[src/rtl/refill_pkg.sv]
// Shared types and defaults for the leaf refill arbiter: FSM state encoding,
// default geometry constants and a constant-foldable clog2 helper.
package refill_pkg;

  typedef enum logic [1:0] {
    ST_IDLE     = 2'd0,
    ST_ISSUE    = 2'd1,
    ST_FINISHED = 2'd2
  } state_t;

  localparam int unsigned DEF_NUM_LEAVES      = 8;
  localparam int unsigned DEF_LEAF_W          = 3;
  localparam int unsigned DEF_BURST_LEN       = 16;
  localparam int unsigned DEF_LEN_W           = 8;
  localparam int unsigned DEF_MAX_OUTSTANDING = 4;

  function automatic int unsigned clog2(input int unsigned value);
    int unsigned r;
    r = 0;
    for (int unsigned i = 0; i < 32; i++) begin
      if ((64'd1 << i) < 64'(value)) r = i + 1;
    end
    return r;
  endfunction

endpackage

[src/rtl/rr_picker.sv]
// Combinational round-robin find-first-set: first set bit of i_mask at or
// after i_ptr, wrapping modulo N (N must be 2**W).
module rr_picker
  import refill_pkg::*;
#(
  parameter int unsigned N = DEF_NUM_LEAVES,
  parameter int unsigned W = DEF_LEAF_W
) (
  input  logic [N-1:0] i_mask,
  input  logic [W-1:0] i_ptr,
  output logic         o_found,
  output logic [W-1:0] o_index
);

  logic [W-1:0] w_idx;

  // Scan farthest offset first so the nearest hit is the last one written.
  always_comb begin
    o_found = 1'b0;
    o_index = '0;
    w_idx   = '0;
    for (int k = int'(N) - 1; k >= 0; k--) begin
      w_idx = i_ptr + W'(k);
      if (i_mask[w_idx]) begin
        o_found = 1'b1;
        o_index = w_idx;
      end
    end
  end

endmodule

[src/rtl/leaf_refill_arbiter.sv]
// Round-robin burst refill scheduler for the merge-tree leaf FIFOs.
// Optional urgent class for empty FIFOs: define REFILL_URGENT_EN.
module leaf_refill_arbiter
  import refill_pkg::*;
#(
  parameter int unsigned NUM_LEAVES      = DEF_NUM_LEAVES,
  parameter int unsigned LEAF_W          = DEF_LEAF_W,
  parameter int unsigned BURST_LEN       = DEF_BURST_LEN,
  parameter int unsigned LEN_W           = DEF_LEN_W,
  parameter int unsigned MAX_OUTSTANDING = DEF_MAX_OUTSTANDING
) (
  input  logic                  i_clk,
  input  logic                  i_rst,
  input  logic [NUM_LEAVES-1:0] i_leaf_low,
  input  logic [NUM_LEAVES-1:0] i_leaf_empty,
  input  logic [NUM_LEAVES-1:0] i_leaf_exhausted,
  output logic                  o_req_valid,
  output logic [LEAF_W-1:0]     o_req_leaf,
  output logic [LEN_W-1:0]      o_req_len,
  input  logic                  i_req_ready,
  input  logic                  i_resp_valid,
  input  logic [LEAF_W-1:0]     i_resp_leaf,
  input  logic                  i_resp_last,
  output logic [NUM_LEAVES-1:0] o_pending,
  output logic                  o_finished
);

  localparam int unsigned CNT_W = clog2(MAX_OUTSTANDING + 1);

  state_t                r_state, w_state_nxt;
  logic [NUM_LEAVES-1:0] r_pending, w_pending_nxt;
  logic [CNT_W-1:0]      r_outstanding, w_outstanding_nxt;
  logic [LEAF_W-1:0]     r_rr_ptr, w_rr_ptr_nxt;
  logic [LEAF_W-1:0]     r_req_leaf, w_req_leaf_nxt;
  logic                  r_req_valid, w_req_valid_nxt;
  logic                  r_finished, w_finished_nxt;

  logic [NUM_LEAVES-1:0] w_elig;
  logic                  w_win_found;
  logic [LEAF_W-1:0]     w_win_idx;
  logic                  w_hs;
  logic                  w_resp_hit;
  logic                  w_cap_ok;
  logic                  w_done;

  assign w_elig = i_leaf_low & ~i_leaf_exhausted & ~r_pending;

`ifdef REFILL_URGENT_EN
  logic                  w_urg_found, w_norm_found;
  logic [LEAF_W-1:0]     w_urg_idx, w_norm_idx;

  rr_picker #(.N(NUM_LEAVES), .W(LEAF_W)) u_pick_urgent (
    .i_mask  (w_elig & i_leaf_empty),
    .i_ptr   (r_rr_ptr),
    .o_found (w_urg_found),
    .o_index (w_urg_idx)
  );

  rr_picker #(.N(NUM_LEAVES), .W(LEAF_W)) u_pick_normal (
    .i_mask  (w_elig),
    .i_ptr   (r_rr_ptr),
    .o_found (w_norm_found),
    .o_index (w_norm_idx)
  );

  // Any empty eligible leaf preempts the low-only leaves.
  assign w_win_found = w_urg_found | w_norm_found;
  assign w_win_idx   = w_urg_found ? w_urg_idx : w_norm_idx;
`else
  logic w_unused_empty;
  assign w_unused_empty = ^i_leaf_empty;

  rr_picker #(.N(NUM_LEAVES), .W(LEAF_W)) u_pick (
    .i_mask  (w_elig),
    .i_ptr   (r_rr_ptr),
    .o_found (w_win_found),
    .o_index (w_win_idx)
  );
`endif

  assign w_hs       = (r_state == ST_ISSUE) & i_req_ready;
  assign w_resp_hit = i_resp_valid & i_resp_last & r_pending[i_resp_leaf];
  assign w_cap_ok   = r_outstanding < CNT_W'(MAX_OUTSTANDING);
  assign w_done     = (&i_leaf_exhausted) & (r_outstanding == '0);

  // Next-state, bookkeeping and registered-output logic.
  always_comb begin
    w_state_nxt       = r_state;
    w_pending_nxt     = r_pending;
    w_outstanding_nxt = r_outstanding;
    w_rr_ptr_nxt      = r_rr_ptr;
    w_req_leaf_nxt    = r_req_leaf;
    w_req_valid_nxt   = r_req_valid;
    w_finished_nxt    = r_finished;

    if (w_resp_hit) w_pending_nxt[i_resp_leaf] = 1'b0;
    if (w_hs)       w_pending_nxt[r_req_leaf]  = 1'b1;

    case ({w_hs, w_resp_hit})
      2'b10:   w_outstanding_nxt = r_outstanding + CNT_W'(1);
      2'b01:   w_outstanding_nxt = r_outstanding - CNT_W'(1);
      default: w_outstanding_nxt = r_outstanding;
    endcase

    case (r_state)
      ST_IDLE: begin
        if (w_done) begin
          w_state_nxt    = ST_FINISHED;
          w_finished_nxt = 1'b1;
        end else if (w_win_found && w_cap_ok) begin
          w_state_nxt     = ST_ISSUE;
          w_req_valid_nxt = 1'b1;
          w_req_leaf_nxt  = w_win_idx;
        end
      end
      ST_ISSUE: begin
        if (w_hs) begin
          w_state_nxt     = ST_IDLE;
          w_req_valid_nxt = 1'b0;
          w_rr_ptr_nxt    = r_req_leaf + LEAF_W'(1);
        end
      end
      ST_FINISHED: begin
        w_req_valid_nxt = 1'b0;
      end
      default: begin
        w_state_nxt     = ST_IDLE;
        w_req_valid_nxt = 1'b0;
      end
    endcase
  end

  always_ff @(posedge i_clk) begin
    if (i_rst) begin
      r_state       <= ST_IDLE;
      r_pending     <= '0;
      r_outstanding <= '0;
      r_rr_ptr      <= '0;
      r_req_leaf    <= '0;
      r_req_valid   <= 1'b0;
      r_finished    <= 1'b0;
    end else begin
      r_state       <= w_state_nxt;
      r_pending     <= w_pending_nxt;
      r_outstanding <= w_outstanding_nxt;
      r_rr_ptr      <= w_rr_ptr_nxt;
      r_req_leaf    <= w_req_leaf_nxt;
      r_req_valid   <= w_req_valid_nxt;
      r_finished    <= w_finished_nxt;
    end
  end

  assign o_req_valid = r_req_valid;
  assign o_req_leaf  = r_req_leaf;
  assign o_req_len   = LEN_W'(BURST_LEN);
  assign o_pending   = r_pending;
  assign o_finished  = r_finished;

endmodule
[config.mk]
export PLATFORM = sky130hd
export DESIGN_NAME = leaf_refill_arbiter
export DESIGN_NICKNAME = d
export VERILOG_FILES = /design/src/rtl/refill_pkg.sv /design/src/rtl/rr_picker.sv /design/src/rtl/leaf_refill_arbiter.sv
export SDC_FILE = /design/constraint.sdc
export NUM_CORES = 1
export LEC_CHECK = 0
export CAP_MARGIN = 20
export CORE_UTILIZATION = 31
export DETAILED_ROUTE_END_ITERATION = 10
export GPL_ROUTABILITY_DRIVEN = 0
export PLACE_DENSITY = 0.67
export RECOVER_POWER = 50
export SLEW_MARGIN = 5
export SYNTH_ARGS = -nofsm -noshare
export SYNTH_HDL_FRONTEND = slang
export SYNTH_SLANG_ARGS = --single-unit
[constraint.sdc]
create_clock -name i_clk -period 3.41 [get_ports i_clk]
set_input_delay 1.023 -clock i_clk [delete_from_list [all_inputs] [get_ports i_clk]]
set_output_delay 1.023 -clock i_clk [all_outputs]
set_load 0.01 [all_outputs]
== After elaboration in Yosys (flattened, before gate mapping) ==
Index checks and enable logic that the tools add are counted.

* $add $sub $neg: 10
* Multipliers: 0
* Divide/modulo/power cells: 0
* $lt $le $gt $ge: 13
* Eq/ne operators: 8
* Shift-type cells: 0
* Multiplexer cells: 49
* Bitwise operators: 13
* Reduce and logical (&&, ||, !) cells: 12

{| class="wikitable"
|+ Operators by type and width
! cell !! count
|-
| 3-bit by 4-bit less-than comparator with 1-bit output, second input constant || 10
|-
| 1-bit binary-select mux with 3-bit select || 9
|-
| 8-bit bitwise AND || 3
|-
| 3-bit two-way mux || 8
|-
| 8-bit inverter || 3
|-
| 1-bit two-way mux || 22
|-
| 8-bit two-way mux || 2
|-
| 3-bit adder, second input constant || 4
|-
| 3-bit by 1-bit adder with 3-bit output, second input constant || 3
|-
| 3-bit AND reduction || 3
|-
| 8-bit OR || 1
|-
| 8-bit AND reduction || 1
|-
| 3-bit by 2-bit adder with 3-bit output, second input constant || 2
|-
| 1-bit demux with 3-bit select || 2
|-
| 3-bit by 1-bit >= comparator with 1-bit output, second input constant || 2
|-
| 2-bit two-way mux || 3
|-
| 2-bit inequality test, second input constant || 3
|-
| 2-bit one-hot mux with 3 select lines || 1
|-
| 3-bit one-hot mux with 2 select lines || 1
|-
| 1-bit bitwise AND || 4
|-
| 2-bit by 1-bit == test with 1-bit output, second input constant || 2
|-
| 2-bit == test, second input constant || 2
|-
| 2-bit AND reduction || 2
|-
| 1-bit logical AND || 3
|-
| other kinds (8) || 9
|}

* Flip-flop bits (word level): 21
* Bits in latches: 0
* Memory bits (writable): 0
* Bits in read-only memories: 0
* Input port bits: 32
* Output and inout bits: 21
* Word-level logic and storage cells: 112
* Memories: 0

== Depth between registers and ports, before layout ==
Gate-level depths: netlist (run 1).

* Depth after elaboration: 17
* Mapped depth: 12
* Mapped depth without buffers: 9

== Modules after synthesis ==
From an unflattened synthesis (run 1), not the netlist that was laid out.

* Cells, all modules: 213
* Area total of the unflattened synthesis: 1875.5 um^2

{| class="wikitable"
|+ By module, submodules not included
! module !! times used !! cells an instance !! area an instance (um^2) !! seq. area each (um^2)
|-
| leaf_refill_arbiter || 1 || 123 || 1093.5 || 420.4
|-
| rr_picker || 1 || 90 || 782.0 || 0.0
|}

== Worst setup path after synthesis (run 1) ==
No wires, ideal clock.

* Path kind: flip-flop to flip-flop
* From: register r_rr_ptr[0]
* To: register r_req_leaf[1], in the netlist o_req_leaf[1]
* Library setup time: 0.133 ns
* Data arrival time: 3.155 ns
* Data required time: 3.277 ns
* Slack: 0.122 ns
* Stages on the path, launching flop included: 13
* Path buffers: 3
* Clock period less this slack: 3.288 ns
* Path through: dfxtp_1 > clkdlybuf4s18_1 > inv_1 > buf_2 > ha_1 > xor2_4 > mux4_2 > mux2_2 > or4_1 > o31a_1 > buf_6 > mux2i_1 > o32ai_1

* Word-level cells in the longest chain between the ends: 13
* Elaborated cells on any way between the ends: 41
* Classes of those cells: add/sub (7); mux (32); reduce/logical (2)

{| class="wikitable"
|+ Ends and longest elaborated chain
! item !! line !! RTL
|-
| start, declared || leaf_refill_arbiter.sv:33 || <nowiki>logic [LEAF_W-1:0] r_rr_ptr, w_rr_ptr_nxt;</nowiki>
|-
| start signal, assigned || leaf_refill_arbiter.sv:146 || <nowiki>r_rr_ptr <= w_rr_ptr_nxt;</nowiki>
|-
| 3-bit adder || rr_picker.sv:23 || <nowiki>w_idx = i_ptr + W'(k);</nowiki>
|-
| 1-bit binary-select mux with 3-bit select || rr_picker.sv:24 || <nowiki>if (i_mask[w_idx]) begin</nowiki>
|-
| 1-bit two-way mux (implied by the code) || rr_picker.sv:24 ||
|-
| 1-bit two-way mux (8 in a row) || rr_picker.sv:24 ||
|-
| 1-bit logical AND || leaf_refill_arbiter.sv:110 || <nowiki>end else if (w_win_found && w_cap_ok) begin</nowiki>
|-
| 3-bit AND reduction (no line) || - ||
|-
| end signal, assigned || leaf_refill_arbiter.sv:147 || <nowiki>r_req_leaf <= w_req_leaf_nxt;</nowiki>
|-
| end, declared || leaf_refill_arbiter.sv:34 || <nowiki>logic [LEAF_W-1:0] r_req_leaf, w_req_leaf_nxt;</nowiki>
|}

Parallel ways exist; a longest one is shown, timed or not. The select of a mux whose other input is x is not followed.
A chain may end at the register's enable or synchronous reset.

== Final worst setup path (run 1) ==
* From: input port i_leaf_exhausted[0]
* To: register r_req_leaf[0], in the netlist o_req_leaf[0]

* Word-level cells in the longest chain between the ends: 15
* Elaborated cells on any way between the ends: 40
* Classes of those cells: mux (32); bitwise (5); reduce/logical (3)

{| class="wikitable"
|+ Ends and longest elaborated chain
! item !! line !! RTL
|-
| start, declared || leaf_refill_arbiter.sv:16 || <nowiki>input logic [NUM_LEAVES-1:0] i_leaf_exhausted,</nowiki>
|-
| 8-bit inverter || leaf_refill_arbiter.sv:46 || <nowiki>assign w_elig = i_leaf_low & ~i_leaf_exhausted & ~r_pending;</nowiki>
|-
| 8-bit bitwise AND (2 in a row) || leaf_refill_arbiter.sv:46 ||
|-
| 1-bit binary-select mux with 3-bit select || rr_picker.sv:24 ||
|-
| 1-bit two-way mux (implied by the code) || rr_picker.sv:24 ||
|-
| 1-bit two-way mux (8 in a row) || rr_picker.sv:24 ||
|-
| 1-bit logical AND || leaf_refill_arbiter.sv:110 ||
|-
| 3-bit AND reduction (no line) || - ||
|}

Parallel ways exist; a longest one is shown, timed or not. The select of a mux whose other input is x is not followed.

==> flow_metrics.tcl, run 1 <==
set metrics [dict create \
    whs_endpoint "o_finished" \
    nFillCells 781 \
    seq_area_sq_um 420 \
    ios 53 \
    whs_ps 459 \
    drv_cap 0 \
    syn_area_sq_um 2460 \
    switching_share 0.411 \
    first_global_vias 2360 \
    nets 382 \
    grt_start_max_net_pins 24 \
    fmax_mhz 307 \
    holdBufCountCts 0 \
    hold_depth 2 \
    synthArstFlopShare 0 \
    numPortBuffers 36 \
    row_count 32 \
    synth_cells 277 \
    die_w_um 91.1 \
    drt_wl_total_mm 7.21 \
    finalPower_mw 1.31 \
    drcViolationCount 0 \
    grt_use_total 0.175 \
    end_kind "flip-flop" \
    timing.final.ws_setup_ps 148 \
    die_h_um 91.1 \
    power.switching_mw 0.537 \
    layout_commonest_cell "buf_4" \
    p_clk_frac 0.123 \
    setup_violations 0 \
    comb_power_share 0.619 \
    area_growth_syn_to_layout_pct 32.9 \
    viasPerCell 5.65 \
    ff2ff_setup_slack_ps 340 \
    synth-main-ff-cell "dfxtp_1" \
    tightestPinTransition_ps 621 \
    ant_nets 0 \
    critPathMaxFanout 7 \
    dp_slack_ps -396 \
    hold_start "o_finished" \
    drive_gt1_frac 0.256 \
    vias 2518 \
    dieArea_sq_um 8310 \
    dp_hpwl_mm 5.55 \
    insertion_delay_ps 260 \
    clock_path_buffers 2 \
    p_per_area_nw_per_um2 399 \
    synth-edff-count 0 \
    antenna_found_initial 0 \
    yosysTopAreaCellShare 0.171 \
    grt_pass1_wl_mm 11.8 \
    multi_input_area_sq_um 1930 \
    htreeDepth 1 \
    r2r-start "r_rr_ptr[1]" \
    cts_tree "done" \
    status "finished, final reports clean" \
    cts_buffers 3 \
    diodes 0 \
    slew_violations 0 \
    grt_overflow 0 \
    hold_class "reg -> reg" \
    cp.arrival_ps 3380 \
    skew_ps 3.70 \
    synth_area_leaders "dfxtp_1 (17%), mux4_1 (12%), mux4_2 (8.2%)" \
    slew_headroom 0.584 \
    rsz0062_at_grt "false" \
    power_frac_seq 0.258 \
    leakage_nw 1.32 \
    clk_pin_slew_ps 70 \
    first_pass_iters 4 \
    initial_utilization 0.320 \
    first_iter_violations 226 \
    synth.distinct_cells 57 \
    timing_hold_violations_final 0 \
    wl_per_cell_um 16.2 \
    syn_area_per_cell_sq_um 8.89 \
    finalCritPeriodShare 0.957 \
    synth-seq-area-share 0.171 \
    p_int_mw 0.770 \
    coreArea_sq_um 7690 \
    yosysWarnings 0 \
    ys_ff_latch 21 \
    critPathKind "in -> reg" \
    vdd_drop_max_mv 0.234 \
    worstRegToRegCells 10 \
    min_period_ps 3260 \
    cts_sinks 21 \
    cp.required_ps 3530 \
    mostFrequentLayoutCells "buf_4 (44), nor2_1 (29), nand2_1 (24), dfxtp_1 (21), mux2i_1 (16)" \
    r2r_end "o_req_leaf[0]" \
    cp-start-kind "primary input" \
    yosysTopAreaCell "dfxtp_1" \
    cts-root-buf "clkbuf_8" \
]
## worst max-delay path, stage by stage
cell           delay [ps]
dlygate4sd2_1         320
nor3b_4                70
mux4_2                470
mux2_4                290
or4_1                 490
o31a_1                390
buf_4                 170
o21bai_1              110
a41oi_1                60
## cells in the mapped netlist, types with 4 or more instances
cell and instances:
o31ai_1 4, a21oi_1 15, clkbuf_1 7, inv_1 7
nor2b_1 7, nor2_1 29, dfxtp_1 21, o21ai_0 13
nand3_1 12, ha_1 4, a211oi_1 5, a22oi_1 4
mux4_1 11, nand4_1 5, buf_4 9, mux4_2 9
nand2_1 24, nor3b_1 6, mux2i_1 16, or3b_2 7
## through the flow
stage                     TNS (ps)  utilization  cells  cell area [sq um]
after floorplan                  0            -    283               2490
after global placement       -1420        0.403    437               3100
after CTS                        0        0.410    443               3150
after global routing             0        0.426    446               3270
final                            0        0.426    446               3270
after detailed placement     -1620        0.403    437               3100
## sequential cells by signal, summed over array words and instances (netlist names)
signal         cells
o_pending          8
o_req_leaf         3
r_outstanding      3
r_rr_ptr           3
r_state            2
o_finished         1
o_req_valid        1
## layer usage
layer | routed length (um) | global-route usage
met1 | 3150 | 0.229
met2 | 3490 | 0.296
met3 | 444 | 0.0276
met4 | 127 | 0.0542
met5 | 0 | 0
## how the worst max path moves through the flow
stage	endpoint	slack, ps	cells after the start	from
after detailed placement	o_req_valid	-400	8	i_leaf_exhausted[0]
final	o_req_leaf[0]	150	9	i_leaf_exhausted[0]
after global placement	o_req_leaf[1]	-340	8	i_leaf_exhausted[0]
after floorplan	o_req_leaf[1]	120	12	r_rr_ptr[0]
after CTS	o_req_valid	8	8	i_leaf_exhausted[3]
after global routing	o_req_leaf[0]	30	9	i_leaf_exhausted[0]
## layout make-up
class	instances	share of cell area
clock buffer	4	0.0138
tap	102	0.0390
inverter	8	0.00917
sequential	21	0.128
timing repair buffer	82	0.220
multi-input combinational	229	0.590
## timing repair
action,CTS,global route
pin swaps,3,2
buffers inserted,2,3
gates resized for setup,14,30
endpoints found under the setup margin,5,5
## power groups by stage
stage | combinational (mW) | sequential (mW) | clock (mW)
2_1_floorplan | 0.518 | 0.323 | 0
6_report | 0.810 | 0.337 | 0.161
3_5_place_dp | 0.754 | 0.339 | 0
3_3_place_gp | 0.737 | 0.337 | 0
5_1_grt | 0.877 | 0.344 | 0.175
4_1_cts | 0.771 | 0.334 | 0.164
## cell families after synthesis
logic type / after synthesis / share of synthesized area
AND/OR/NAND/NOR: 109 / 0.236
adder cells (fa/ha/maj): 5 / 0.0284
multiplexers: 38 / 0.274
buffers and inverters: 33 / 0.0853
flip-flops: 21 / 0.171
other: 2 / 0.00305
AO/OA/AOI/OAI: 63 / 0.174
XOR/XNOR: 6 / 0.0290
Note: power is estimated with default switching activity, not from simulation.
==> run 2: changes to the inputs <==
Settings changed: CTS_CLUSTER_SIZE set to 12.
==> results of run 2 <==
The final DEF is identical to that of run 1; final timing and power are the same.
